===== config.mk =====
export PLATFORM = sky130hd
export DESIGN_NAME = fp_align_stage
export DESIGN_NICKNAME = d
export VERILOG_FILES = /design/src/rtl/fp_pkg.sv /design/src/rtl/fp_align_shifter.sv /design/src/rtl/fp_align_stage.sv
export SDC_FILE = /design/constraint.sdc
export NUM_CORES = 1
export LEC_CHECK = 0
export BUFFER_PORTS_ARGS = -buffer_cell sky130_fd_sc_hd__buf_2
export CELL_PAD_IN_SITES_DETAIL_PLACEMENT = 1
export CELL_PAD_IN_SITES_GLOBAL_PLACEMENT = 1
export CORE_ASPECT_RATIO = 0.8
export CORE_MARGIN = 2
export CORE_UTILIZATION = 47
export CTS_CLUSTER_SIZE = 16
export DETAILED_ROUTE_END_ITERATION = 12
export GPL_TIMING_DRIVEN = 0
export PLACE_DENSITY = 0.78
export REMOVE_ABC_BUFFERS = 1
export SYNTH_ARGS = -nofsm -noshare
export SYNTH_HDL_FRONTEND = slang
export SYNTH_SLANG_ARGS = --single-unit

===== constraint.sdc =====
create_clock -name clk -period 7.2 [get_ports clk]
set_input_delay 0.36 -clock clk [delete_from_list [all_inputs] [get_ports clk]]
set_output_delay 0.36 -clock clk [all_outputs]
set_load 0.05 [all_outputs]

===== src/rtl/fp_pkg.sv =====
// Shared binary32 constants and the unpacked-operand record used by the
// FP adder front end (fp_align_stage and fp_align_shifter).
package fp_pkg;

    localparam int EXP_W    = 8;
    localparam int MAN_W    = 23;
    localparam int MANT_W   = MAN_W + 1;
    localparam int EXP_BIAS = 127;
    localparam int SHIFT_W  = 5;
    localparam logic [EXP_W-1:0] EXP_SPECIAL = 8'hFF;

    typedef struct packed {
        logic              sign;
        logic [EXP_W-1:0]  exp;
        logic [EXP_W-1:0]  effexp;
        logic [MANT_W-1:0] mant;
    } fp_unpacked_t;

    // Denormals behave as if their exponent were 1 and have no hidden bit.
    function automatic fp_unpacked_t fp_unpack(input logic [EXP_W+MAN_W:0] word);
        fp_unpacked_t u;
        logic         is_denorm;
        is_denorm = (word[EXP_W+MAN_W-1:MAN_W] == '0);
        u.sign    = word[EXP_W+MAN_W];
        u.exp     = word[EXP_W+MAN_W-1:MAN_W];
        u.effexp  = is_denorm ? EXP_W'(1) : word[EXP_W+MAN_W-1:MAN_W];
        u.mant    = {~is_denorm, word[MAN_W-1:0]};
        return u;
    endfunction

endpackage


===== src/rtl/fp_align_shifter.sv =====
// Combinational 24-bit logarithmic right shifter with sticky collection.
// Amounts of 24 or more produce zero; sticky is the OR of every bit dropped.
module fp_align_shifter
    import fp_pkg::*;
(
    input  logic [MANT_W-1:0]  mant,
    input  logic [SHIFT_W-1:0] amount,
    output logic [MANT_W-1:0]  shifted,
    output logic               sticky
);

    always_comb begin
        logic [MANT_W-1:0] cur;
        logic              lost;
        // NOTE: every variable gets a value before any conditional path, so no latch can be inferred.
        cur  = mant;
        lost = 1'b0;
        // Levels of 1,2,4,8,16 add up to 31, so any amount >= 24 empties the word.
        for (int i = 0; i < SHIFT_W; i++) begin
            if (amount[i]) begin
                lost = lost | (|(cur & ((MANT_W'(1) << (1 << i)) - MANT_W'(1))));
                cur  = cur >> (1 << i);
            end
        end
        shifted = cur;
        sticky  = lost;
    end

endmodule


===== src/rtl/fp_align_stage.sv =====
// Three-stage binary32 alignment front end: unpack, order by magnitude, align.
// Optional STICKY output enabled by defining FP_ALIGN_STICKY_EN.
module fp_align_stage
    import fp_pkg::*;
(
    input  logic                clk,
    input  logic                rst,
    input  logic                in_valid,
    input  logic [31:0]         A,
    input  logic [31:0]         B,
    output logic                out_valid,
    output logic                SIGN_A,
    output logic [MANT_W-1:0]   MANTISSA_A,
    output logic                SIGN_B,
    output logic [MANT_W-1:0]   MANTISSA_B,
    output logic [EXP_W-1:0]    EXPONENT,
    output logic                SAME_SIGN,
    output logic                SPECIAL
`ifdef FP_ALIGN_STICKY_EN
    ,
    output logic                STICKY
`endif
);

    // ---------------- stage 1: unpack ----------------
    fp_unpacked_t     in_a, in_b;
    logic             s1_valid;
    fp_unpacked_t     s1_a, s1_b;
    logic [EXP_W:0]   s1_diff_ab, s1_diff_ba;

    assign in_a = fp_unpack(A);
    assign in_b = fp_unpack(B);

    always_ff @(posedge clk or posedge rst) begin
        if (rst) begin
            s1_valid   <= 1'b0;
            s1_a       <= '0;
            s1_b       <= '0;
            s1_diff_ab <= '0;
            s1_diff_ba <= '0;
        end else begin
            // NOTE: non-blocking assignments keep each stage reading the previous cycle's values.
            s1_valid <= in_valid;
            if (in_valid) begin
                s1_a       <= in_a;
                s1_b       <= in_b;
                s1_diff_ab <= {1'b0, in_a.effexp} - {1'b0, in_b.effexp};
                s1_diff_ba <= {1'b0, in_b.effexp} - {1'b0, in_a.effexp};
            end
        end
    end

    // ---------------- stage 2: order ----------------
    logic               a_larger;
    logic [EXP_W:0]     abs_diff;
    logic [SHIFT_W-1:0] shift_sat;

    always_comb begin
        a_larger  = (s1_a.effexp > s1_b.effexp) ||
                    ((s1_a.effexp == s1_b.effexp) && (s1_a.mant >= s1_b.mant));
        abs_diff  = a_larger ? s1_diff_ab : s1_diff_ba;
        shift_sat = (abs_diff > (EXP_W+1)'(31)) ? '1 : abs_diff[SHIFT_W-1:0];
    end

    logic               s2_valid;
    logic               s2_sign_a, s2_sign_b;
    logic [MANT_W-1:0]  s2_mant_a, s2_mant_b;
    logic [EXP_W-1:0]   s2_exp;
    logic [SHIFT_W-1:0] s2_shift;
    logic               s2_special, s2_same_sign;

    always_ff @(posedge clk or posedge rst) begin
        if (rst) begin
            s2_valid     <= 1'b0;
            s2_sign_a    <= 1'b0;
            s2_sign_b    <= 1'b0;
            s2_mant_a    <= '0;
            s2_mant_b    <= '0;
            s2_exp       <= '0;
            s2_shift     <= '0;
            s2_special   <= 1'b0;
            s2_same_sign <= 1'b0;
        end else begin
            s2_valid <= s1_valid;
            if (s1_valid) begin
                s2_sign_a    <= a_larger ? s1_a.sign : s1_b.sign;
                s2_mant_a    <= a_larger ? s1_a.mant : s1_b.mant;
                s2_exp       <= a_larger ? s1_a.exp  : s1_b.exp;
                s2_sign_b    <= a_larger ? s1_b.sign : s1_a.sign;
                s2_mant_b    <= a_larger ? s1_b.mant : s1_a.mant;
                s2_shift     <= shift_sat;
                s2_special   <= (s1_a.exp == EXP_SPECIAL) || (s1_b.exp == EXP_SPECIAL);
                s2_same_sign <= (s1_a.sign == s1_b.sign);
            end
        end
    end

    // ---------------- stage 3: align ----------------
    logic [MANT_W-1:0] aligned_b;
`ifdef FP_ALIGN_STICKY_EN
    logic              shift_sticky;
`else
    logic              shift_sticky_unused;
`endif

    fp_align_shifter u_shifter (
        .mant    (s2_mant_b),
        .amount  (s2_shift),
        .shifted (aligned_b),
`ifdef FP_ALIGN_STICKY_EN
        .sticky  (shift_sticky)
`else
        .sticky  (shift_sticky_unused)
`endif
    );

    always_ff @(posedge clk or posedge rst) begin
        if (rst) begin
            out_valid  <= 1'b0;
            SIGN_A     <= 1'b0;
            MANTISSA_A <= '0;
            SIGN_B     <= 1'b0;
            MANTISSA_B <= '0;
            EXPONENT   <= '0;
            SAME_SIGN  <= 1'b0;
            SPECIAL    <= 1'b0;
`ifdef FP_ALIGN_STICKY_EN
            STICKY     <= 1'b0;
`endif
        end else begin
            out_valid <= s2_valid;
            if (s2_valid) begin
                SIGN_A     <= s2_sign_a;
                MANTISSA_A <= s2_mant_a;
                SIGN_B     <= s2_sign_b;
                MANTISSA_B <= aligned_b;
                EXPONENT   <= s2_exp;
                SAME_SIGN  <= s2_same_sign;
                SPECIAL    <= s2_special;
`ifdef FP_ALIGN_STICKY_EN
                STICKY     <= shift_sticky;
`endif
            end
        end
    end

endmodule


Word level (Yosys, flattened, before mapping) --
Cells that the tools add are included. Widths: inputs -> output; s select.
Word-level totals: input port bits 67, logic and storage cells 58, output and inout port bits 61, register bits 228
Operators by class: $lt $le $gt $ge 3, reductions and logical operators 5, multiplexer cells 14, add/subtract/negate cells 2, bitwise logic cells 2, equality and inequality tests 4
Operators by type and width (count):
- $mux 24 | 7
- $ge 24x24->1 | 1
- $mux 8 | 3
- $sub 8x8->9 | 2
- $eq 8x8->1 const B | 2
- $logic_not 8->1 | 2
- $gt 9x5->1 const B | 1
- $mux 9 | 1
- $eq 8x8->1 | 1
- $gt 8x8->1 | 1
- $mux 5 | 1
- $logic_or 1x1->1 | 2
- $mux 1 | 2
- $not 1->1 | 2
- $eq 1x1->1 | 1
- $logic_and 1x1->1 | 1

Logic depth before layout (Yosys ltp) --
word-level depth 6, depth in mapped cells 14, gate-level depth less buffers 14

Modules after synthesis --
From an unflattened synthesis, not the netlist that was laid out.
Second synthesis, totals: cell total of the unflattened synthesis 1090, area, all modules 11845.1 um2
Modules (own cells, without submodules):
- fp_align_stage | seq. area each 5680.4 um2, instances 1, area an instance 10403.7 um2, cells an instance 924
- fp_align_shifter | seq. area each 0.0 um2, instances 1, area an instance 1441.4 um2, cells an instance 166

Least setup slack after synthesis --
Ideal clock, no wire load.
path kind input -> register, from input B[27], to register s1_diff_ba[6], library setup time 0.125 ns, required time 7.075 ns, path buffers 0, arrival 2.505 ns, path slack 4.570 ns, stages on the path 12, cell sequence or4_1 > nor2_1 > nor2_1 > ha_1 > fa_1 > nor2b_1 > o21ai_0 > nand2b_1 > a21o_1 > a21o_1 > xor2_1 > mux2_2
Between the ends: cells in the longest elaborated chain, start to end 3
Ends and longest elaborated chain:
- start, declared | line fp_align_stage.sv:10 | input logic [31:0] B,
- $logic_not 8->1 | line fp_pkg.sv:23 | is_denorm = (word[EXP_W+MAN_W-1:MAN_W] == '0);
- $mux 8 * | line fp_pkg.sv:26 | u.effexp = is_denorm ? EXP_W'(1) : word[EXP_W+MAN_W-1:MAN_W];
- $sub 8x8->9 * | line fp_align_stage.sv:48 | s1_diff_ba <= {1'b0, in_b.effexp} - {1'b0, in_a.effexp};
- end signal, assigned | line fp_align_stage.sv:48
- end, declared | line fp_align_stage.sv:29 | logic [EXP_W:0] s1_diff_ab, s1_diff_ba;
Mark *: on every way between the ends. The rest lies on a longest branch, timed or not. A chain may end at the register's enable or synchronous reset.

Worst setup path in the final report --
from register s1_b[23] (netlist name), to register s2_exp[1]
Between the ends: cells in the longest elaborated chain, start to end 4
Ends and longest elaborated chain:
- start, declared | line fp_align_stage.sv:28 | fp_unpacked_t s1_a, s1_b;
- start signal, assigned | line fp_align_stage.sv:46 | s1_b <= in_b;
- $ge 24x24->1 | line fp_align_stage.sv:60 | ((s1_a.effexp == s1_b.effexp) && (s1_a.mant >= s1_b.mant));
- $logic_and 1x1->1 | line fp_align_stage.sv:60
- $logic_or 1x1->1 | line fp_align_stage.sv:59 | a_larger = (s1_a.effexp > s1_b.effexp) ||
- $mux 8 | line fp_align_stage.sv:88 | s2_exp <= a_larger ? s1_a.exp : s1_b.exp;
- end signal, assigned | line fp_align_stage.sv:88
- end, declared | line fp_align_stage.sv:68 | logic [EXP_W-1:0] s2_exp;
No other way between the ends.

==> metrics.md <==
| Metric | Value |
|---|---|
| CP Launch Type | `register` |
| Synthesis-to-finish area growth | `15.3%` |
| Worst EP arrival | `4.14 ns` |
| Worst Setup SP | `s1_b[23]` |
| CTS tree | `done` |
| Setup violators final | `0` |
| Initial antenna violation count | `1` |
| Worst path bufs/invs | `3` |
| Seq/Total Area, Yosys | `49.8%` |
| Net Sw Frac | `31.8%` |
| Worst endpoint required time | `7.58 ns` |
| Distinct cells, synth | `51` |
| Slew HR | `19.4%` |
| Fin. Hold Viols | `0` |
| Die width | `178 um` |
| Post-CTS sizing | `0` |
| Setup WS pre-CTS | `3.49 ns` |
| Post-synthesis register bit count | `227` |
| First-pass GRT wire length | `44.5 mm` |
| Power Density | `294 nW/um2` |
| CP Cell Sequence | `inv_1 > ha_1 > nand4_1 > nor4_2 > nor3b_2 > o41ai_2 > a31oi_4 > buf_16 > buf_12 > mux2i_1 > a21oi_1` |
| Num CTS Buffers | `25` |
| Post-DP HPWL | `18.7 mm` |
| Outcome | `finished, final reports clean` |
| Min Hold Slack | `0.00547 ns` |
| Hold WC Path Type | `primary input to asynchronous set/reset pin` |
| Largest net degree at the start of global routing | `130` |
| Vias in the first global route | `8468` |
| # rows | `50` |
| Total Power | `3.86 mW` |
| CP max FO | `20` |
| Crit-path leading delay family | `simple AND/OR/NAND/NOR gates` |
| Initial Util | `48.3%` |
| Die ar. | `25500 um2` |
| Pleak | `6.17 nW` |
| Logic pwr share | `23.0%` |
| Hold_buf cts | `0` |
| Net Sw Power | `1.23 mW` |
| GRT Resource Usage Total | `21.9%` |
| Clock buffer depth | `3` |
| Clk_lat worst skew | `0.54 ns` |
| Adder-Cell Fraction of Synth Area | `5.62%` |
| RD Place Congestion | `0.829` |
| Pint | `2.63 mW` |
| H-Tree Depth | `1` |
| Endpoint class of the critical path | `register` |
| RR Startpoint | `s1_b[23]` |
| Synth Area in XOR/XNOR | `0.845%` |
| GRT overflow | `0` |
| Critical path class | `register to register` |
| Slowest cell delay on critical path | `0.73 ns` |
| Area leader, netlist | `dfrtp_1` |
| Remaining DRCs | `0` |
| Wirelength per Cell | `18.3 um` |
| Nets | `1278` |
| Post-synthesis mux area share | `16.9%` |
| I/O pin cnt | `128` |
| Antenna Nets Post-Route | `0` |
| Sequential power share | `41.7%` |
| Area contributors post-synth | `dfrtp_1 (50%), mux2_2 (8.0%), mux2i_1 (7.5%), ha_1 (5.3%), a21oi_1 (3.6%)` |
| FMAX | `266 MHz` |
| Clk pwr share | `35.3%` |
| Chip Height | `143 um` |
| Commonest cells post-synth | `dfrtp_1 (227), inv_1 (94), mux2i_1 (85)` |
| Syn_area_per_cell | `10.6 um2` |
| Detailed-route via count | `8232` |
| Post-Route WL | `27.4 mm` |
| Router iterations before antenna repair | `4` |
| Max Clock Skew | `0.0126 ns` |
| Port-buffer cells | `127` |
| Reg clk slew, reported paths | `0.06 ns` |
| RSZ-0062 raised after global routing | `no` |
| Ant diodes | `0` |
| R2R Setup Slk | `3.44 ns` |
| Worst-Margin Slew | `1.21 ns` |
| Asr flop ratio synth | `100%` |
| MaxCap Viol Count | `0` |
| DR iter-0 viols | `388` |
| EDFF count, synth | `0` |
| Vias per cell | `5.52` |
| Largest family of logic cells by synthesized area | `multiplexers` |
| CTS root buf | `clkbuf_16` |
| Core area | `23600 um2` |
| Maximum vdd drop | `0.000217 V` |
| Worst path slowest cell | `a31oi_4` |
| Period utilization | `52.2%` |
| Final worst slack | `3.44 ns` |
| Worst-case reg-to-reg path depth | `11` |
| Reg2Reg Capture Point | `s2_exp[1]` |
| Ys flop type | `dfrtp_1` |
| Max Slew Vio Count | `0` |
| Share of layout cells above drive strength 1 | `23.0%` |
| Simple-gate portion of the synthesized area | `7.62%` |
| Mapped Area | `11400 um2` |
| Synth top area share | `49.8%` |
| Top-count cell post-synth | `dfrtp_1` |
| Period minus WS final | `3.76 ns` |
| Compound-Gate Fraction of Synth Area | `12.7%` |
| # clock sinks | `227` |
| Synthesis warning total | `0` |
| Synth Instances | `1076` |
| Postcts setup bufs | `0` |
-- layout by cell type (no fill, tap or decap), types with 12 or more instances in the layout --
master	count
a211oi_1	12
a21o_1	12
a21oi_1	83
buf_2	126
clkbuf_16	25
dfrtp_1	225
ha_1	48
inv_1	93
mux2_2	81
mux2i_1	85
nand2_1	73
nor2_1	81
o21ai_0	76
o22ai_1	18
-- power groups by stage --
stage	logic, mW	clock network, mW	registers, mW
2_1_floorplan	0.474	0	1.77
3_3_place_gp	0.852	0	1.63
3_5_place_dp	0.889	0	1.63
4_1_cts	0.899	1.40	1.61
5_1_grt	0.970	1.44	1.64
6_report	0.888	1.36	1.61
-- layer usage --
metal | track usage [%] | up-vias | wire length [um] | part of all wire (%)
met2 | 34.8 | 155 | 12500 | 46
met1 | 31.7 | 4140 | 13000 | 48
met3 | 3.07 | 44 | 1150 | 4.2
li1 | - | 3891 | - | -
met4 | 5.48 | 2 | 668 | 2.4
met5 | 0 | - | 11 | 0.040
-- cells by family after synthesis --
| kind of cell | count (synthesis) |
|---|---|
| AO/OA/AOI/OAI | 244 |
| flip-flops | 227 |
| AND/OR/NAND/NOR | 198 |
| multiplexers | 174 |
| buffers and inverters | 172 |
| adder cells (fa/ha/maj) | 50 |
| XOR/XNOR | 11 |
-- tightest hold or removal path, delay by kind of cell --
kind | cells | cell delay, ns
buf+inv | 3 | 0.65
-- layout make-up --
cell class / instances / area, um2
Inverter: 96 / 368
Fill cell: 2592 / 10400
Clock buffer: 38 / 754
Sequential cell: 227 / 5690
Timing Repair Buffer: 134 / 823
Clock inverter: 7 / 129
Tap cell: 312 / 390
Multi-Input combinational cell: 677 / 4990
-- worst max-delay path by stage --
stage / end / slack [ns] / cells after the start
finish: s2_exp[1] / 3.44 / 11
global route: s2_mant_a[9] / 3.31 / 11
CTS: s2_mant_a[9] / 3.42 / 11
detailed placement: s2_mant_a[9] / 3.49 / 11
global placement: MANTISSA_A[0] / -2.10 / 2
floorplan: EXPONENT[0] / 0.62 / 1
-- flip-flops by register name (all words and copies together), names as in the netlist, 9 cells and up --
signal,flops
s1_a,41
s2_mant_a,24
MANTISSA_A,24
s1_diff_ab,9
s2_mant_b,24
s1_b,41
MANTISSA_B,24
-- metrics by stage --
stage,utilization (%),TNS (ns),std cells,instance area (um2)
final,55.7,0,1491,13100
after global routing,55.7,0,1491,13100
after CTS,55.7,0,1491,13100
after detailed placement,52.0,0,1446,12300
after global placement,51.1,-474.45,1439,12100
after floorplan,-,0,1000,11000
Power figures use the tool's default switching activity.
